[src/rtl/memp_sweep_ctrl.sv]
// Sweep sequencer and write-port arbiter for an async-read / sync-write vector memory.
// Streams base..base+len-1 to a datapath, writes results back in order, then pulses finish.
module memp_sweep_ctrl #(
  parameter int no_of_units   = 8,
  parameter int element_width = 32,
  parameter int memory_height = 1000,
  parameter int address_width = $clog2(memory_height) + 1
) (
  input  logic                                 clk,
  input  logic                                 rst,
  input  logic                                 start,
  input  logic [address_width-1:0]             base_addr,
  input  logic [address_width-1:0]             sweep_len,
  input  logic                                 host_we,
  input  logic [address_width-1:0]             host_addr,
  input  logic [no_of_units*element_width-1:0] host_data,
  output logic                                 host_ready,
  output logic [address_width-1:0]             mem_read_address,
  input  logic [no_of_units*element_width-1:0] mem_output,
  output logic                                 mem_write_enable,
  output logic [address_width-1:0]             mem_write_address,
  output logic [no_of_units*element_width-1:0] mem_input_data,
  output logic                                 out_valid,
  output logic [no_of_units*element_width-1:0] out_data,
  input  logic                                 out_ready,
  input  logic                                 wb_valid,
  input  logic [no_of_units*element_width-1:0] wb_data,
  output logic                                 busy,
  output logic                                 finish,
  output logic                                 error
);

  localparam int AW = address_width;
  localparam int CW = address_width + 1;

  typedef enum logic [1:0] {IDLE, SWEEP, DRAIN, DONE} state_t;

  state_t          state_q, state_d;
  logic [CW-1:0]   rd_cnt_q, rd_cnt_d;
  logic [CW-1:0]   wb_cnt_q, wb_cnt_d;
  logic [AW-1:0]   base_q, base_d;
  logic [AW-1:0]   len_q, len_d;
  logic            error_q, error_d;

  logic [CW-1:0]   len_ext;
  logic [CW-1:0]   end_addr;

  assign len_ext  = {1'b0, len_q};
  assign end_addr = {1'b0, base_addr} + {1'b0, sweep_len} - CW'(1);
  assign out_data = mem_output;
  assign error    = error_q;
  assign busy     = (state_q != IDLE);

  always_comb begin
    // NOTE: every output and next-state value gets a default here so no path leaves a latch.
    state_d           = state_q;
    rd_cnt_d          = rd_cnt_q;
    wb_cnt_d          = wb_cnt_q;
    base_d            = base_q;
    len_d             = len_q;
    error_d           = error_q;
    host_ready        = 1'b0;
    out_valid         = 1'b0;
    finish            = 1'b0;
    mem_read_address  = base_q + rd_cnt_q[AW-1:0];
    mem_write_enable  = 1'b0;
    mem_write_address = base_q + wb_cnt_q[AW-1:0];
    mem_input_data    = wb_data;

    case (state_q)
      IDLE: begin
        host_ready        = 1'b1;
        mem_write_enable  = host_we;
        mem_write_address = host_addr;
        mem_input_data    = host_data;
        if (start) begin
          base_d   = base_addr;
          len_d    = sweep_len;
          rd_cnt_d = '0;
          wb_cnt_d = '0;
          error_d  = 1'b0;
          if (sweep_len == '0)                    state_d = DONE;
          else if (end_addr > CW'(memory_height)) error_d = 1'b1;
          else                                    state_d = SWEEP;
        end
      end
      SWEEP, DRAIN: begin
        out_valid = (state_q == SWEEP) && (rd_cnt_q < len_ext);
        if (out_valid && out_ready) rd_cnt_d = rd_cnt_q + CW'(1);
        // A result is only legal for a word already handed out, so the write always trails the read.
        if (wb_valid) begin
          if (wb_cnt_q < rd_cnt_q) begin
            mem_write_enable = 1'b1;
            wb_cnt_d         = wb_cnt_q + CW'(1);
          end else begin
            error_d = 1'b1;
          end
        end
        if (wb_cnt_d == len_ext)      state_d = DONE;
        else if (rd_cnt_d == len_ext) state_d = DRAIN;
      end
      DONE: begin
        finish  = 1'b1;
        state_d = IDLE;
      end
      default: state_d = IDLE;
    endcase

    // Reset aborts immediately: nothing may be committed on the reset edge.
    if (rst) mem_write_enable = 1'b0;
  end

  always_ff @(posedge clk) begin
    if (rst) begin
      state_q  <= IDLE;
      rd_cnt_q <= '0;
      wb_cnt_q <= '0;
      base_q   <= '0;
      len_q    <= '0;
      error_q  <= 1'b0;
    end else begin
      // NOTE: sequential state uses non-blocking assignments so all registers update together.
      state_q  <= state_d;
      rd_cnt_q <= rd_cnt_d;
      wb_cnt_q <= wb_cnt_d;
      base_q   <= base_d;
      len_q    <= len_d;
      error_q  <= error_d;
    end
  end

endmodule

[config.mk]
export PLATFORM = sky130hd
export DESIGN_NAME = memp_sweep_ctrl
export DESIGN_NICKNAME = d
export VERILOG_FILES = /design/src/rtl/memp_sweep_ctrl.sv
export SDC_FILE = /design/constraint.sdc
export NUM_CORES = 1
export LEC_CHECK = 0
export CAP_MARGIN = 20
export CORE_AREA = 10 10 524 526
export DETAILED_ROUTE_END_ITERATION = 8
export DIE_AREA = 0 0 534 536
export PLACE_DENSITY_LB_ADDON = 0.08
export SLEW_MARGIN = 5
export SYNTH_ARGS = -nofsm -noshare
export SYNTH_HDL_FRONTEND = slang
export SYNTH_SLANG_ARGS = --single-unit
[constraint.sdc]
create_clock -name clk -period 4 [get_ports clk]
set_input_delay 0.8 -clock clk [delete_from_list [all_inputs] [get_ports clk]]
set_output_delay 0.8 -clock clk [all_outputs]
set_load 0.02 [all_outputs]
==> flow_metrics.env <==
export IMPL_power_total_mw=9.30
export IMPL_setup_violations=0
export IMPL_layout_min_cycle_time_ns=3.81
export IMPL_powerDensity_nw_per_um2=413
export IMPL_ys_warn_count=0
export IMPL_cap_violations=0
export IMPL_drive_gt1_share_pct=24.3
export IMPL_holdCritPathClass="register to register"
export IMPL_clock_sinks=49
export IMPL_fillCellCount=30900
export IMPL_start_kind="register"
export IMPL_cts_tree="yes"
export IMPL_place_gp_congestion=0.723
export IMPL_finalCritPeriodShare_pct=95.2
export IMPL_crit_path_cell_trace="buf_4, ha_1, a21o_1, a21oi_2, o21ai_1, a21oi_2, o21ai_1, a21o_1, a21oi_1, or4b_2, nand4_1, buf_12"
export IMPL_layout_nets=2842
export IMPL_area_delta_synth_final_pct=119
export IMPL_cp_arrival_ns=3.01
export IMPL_fin_cells=5531
export IMPL_crit_slowest_cell="or4b_2"
export IMPL_syn_num_nets=2169
export IMPL_slowest_delay_ns=0.61
export IMPL_ys_async_sr_fraction_pct=0
export IMPL_wl_um=170000
export IMPL_overflow=0
export IMPL_finalHoldViolations=0
export IMPL_dieArea_um2=286000
export IMPL_num_vias=12800
export IMPL_wire_per_inst_um=30.7
export IMPL_drt_iter0_drc=401
export IMPL_path_clk_slew_ns=0.08
export IMPL_cts_root_buf="clkbuf_16"
export IMPL_syn_avg_cell_area_um2=7.97
export IMPL_rows=189
export IMPL_synth_cell_type_count=69
export IMPL_port_buffers=834
export IMPL_die_y_um=536
export IMPL_hpwl_um=159000
export IMPL_skew_ns=0.0212
export IMPL_critPathBufInv=2
export IMPL_clockBufferDepth=2
export IMPL_initial_core_util_pct=3.89
export IMPL_core_um2=264000
export IMPL_pin_count=1347
export IMPL_worst_path_dominant_cell_family="compound AO/OA/AOI/OAI gates"
export IMPL_htree_num_levels=2
export IMPL_grt_max_degree=50
export IMPL_leakage_nw=7.58
export IMPL_ys_ff_latch=49
export IMPL_vdd_ir_drop_max_uv=235
export IMPL_rsz0062_at_grt="false"
export IMPL_synth_edf_count=0
export IMPL_status="completed"
export IMPL_required_ns=3.20
export IMPL_grt_pass1_vias=13700
export IMPL_tightest_slew_ns=0.811
export IMPL_drc=0
export IMPL_die_x_um=534
export IMPL_grt_use_total_pct=11.3
export IMPL_dpl_cell_count=5487
export IMPL_routed_via_density=2.31
export IMPL_crit_path_max_fanout=9
export IMPL_ys_flop_type="dfxtp_1"
export IMPL_fmax_mhz=263
export IMPL_worstSetupPathType="register to primary output"
export IMPL_syn_instance_count=1291
export IMPL_antenna_found_initial=215
export IMPL_drtPass1Iterations=4
export IMPL_slew_viol_final=0
export IMPL_clk_latency_ns=0.35
export IMPL_synth_seq_area_share_pct=9.54
export IMPL_ant_nets=0
export IMPL_maxSlewHeadroom_pct=45.4
export IMPL_grt_pass1_wl_um=200000
export IMPL_worstSetupEndpointType="primary output"
export IMPL_cts_buffers=5
export IMPL_syn_area_um2=10300
registers in the layout (all words and copies together) (netlist names):
register	count
wb_cnt_q	12
base_q	11
len_q	11
error	1
rd_cnt_q	12
state_q	2
logic make-up after synthesis:
| kind of cell | count (synthesis) | synth area share (%) |
|---|---|---|
| multiplexers | 265 | 28.9 |
| adder cells (fa/ha/maj) | 71 | 8.86 |
| XOR/XNOR | 41 | 3.49 |
| AND/OR/NAND/NOR | 267 | 12.3 |
| AO/OA/AOI/OAI | 193 | 12.4 |
| flip-flops | 49 | 9.54 |
| buffers and inverters | 405 | 24.4 |
layer usage:
layer | vias up | GRT usage (%) | wire length (um)
met1 | 5667 | 10.7 | 56800
met4 | 112 | 1.11 | 3020
met3 | 394 | 8.63 | 26500
met2 | 989 | 20.0 | 82800
met5 | - | 0 | 718
li1 | 5613 | - | -
stage by stage:
stage	instance area [um^2]	hold WS [ns]	util (%)	worst slack, ns	TNS, ns
after detailed placement	22200	0.539	8.39	-0.332	-0.642
after global placement	22200	0.541	8.39	-0.432	-0.822
after floorplan	10300	0.457	-	0.439	0
after CTS	22400	0.552	8.46	0.0140	0
after global routing	22400	0.578	8.49	0.00128	0
final	22500	0.532	8.52	0.191	0
path summary, 6_finish.rpt:
check | start | end | slack [ns] | cells after the start
min | base_q[2] | base_q[2] | 0.53 | 2
max reg2reg | rd_cnt_q[11] | state_q[0] | 0.55 | 16
max | wb_cnt_q[1] | mem_write_address[9] | 0.19 | 12
min reg2reg | base_q[2] | base_q[2] | 0.53 | 2
cells in the mapped netlist, types with 16 or more instances:
| master | n | share of area, % |
|---|---|---|
| ha_1 | 68 | 8.3 |
| a21oi_1 | 66 | 3.2 |
| nand2_1 | 107 | 3.9 |
| o21ai_0 | 47 | 2.3 |
| nor3_1 | 25 | 1.2 |
| clkbuf_1 | 48 | 1.8 |
| xor2_1 | 16 | 1.4 |
| inv_1 | 93 | 3.4 |
| buf_4 | 260 | 19 |
| nand3_1 | 16 | 0.78 |
| dfxtp_1 | 49 | 9.5 |
| xnor2_1 | 25 | 2.1 |
| nor2_1 | 59 | 2.2 |
| mux2_2 | 258 | 28 |
tightest hold or removal path, cell delays in order (launching register included):
cell     delay (ns)
dfxtp_1        0.36
nand2_1        0.07
a21oi_1        0.06
cell usage in the layout (no fill, tap or decap), types with 33 or more instances in the layout:
| master | Yosys | routed |
|---|---|---|
| clkdlybuf4s50_1 | 0 | 803 |
| mux2_2 | 258 | 258 |
| buf_4 | 260 | 149 |
| nand2_1 | 107 | 107 |
| inv_1 | 93 | 93 |
| ha_1 | 68 | 67 |
| a21oi_1 | 66 | 61 |
| nor2_1 | 59 | 57 |
| dfxtp_1 | 49 | 48 |
| o21ai_0 | 47 | 39 |
| diode_2 | 0 | 33 |
what timing repair did:
item | in CTS | in global routing
gates resized for setup | 21 | 24
pin swaps | 6 | 14
hold buffers | 0 | 0
buffers inserted | 1 | 2
setup endpoints to repair | 9 | 9
gates cloned | 0 | 0
cell type report:
type                    instances  area [um^2]  area share, %
clock inverters                 3         46.3          0.206
flip-flops and latches         49          982           4.37
well taps                    3533         4420           19.6
multi-input cells             837         6880           30.6
clock buffers                   5          125          0.556
inverters                      93          349           1.55
diodes                         33         82.6          0.367
repair buffers                978         9610           42.7
where the power goes:
part / leakage (nW) / total [mW] / switching (mW) / internal, mW
Combinational: 7.10 / 8.11 / 4.34 / 3.77
Sequential: 0.399 / 0.607 / 0.0687 / 0.538
Clock: 0.0802 / 0.581 / 0.282 / 0.299
No activity file was read; power rests on OpenSTA's default activity.
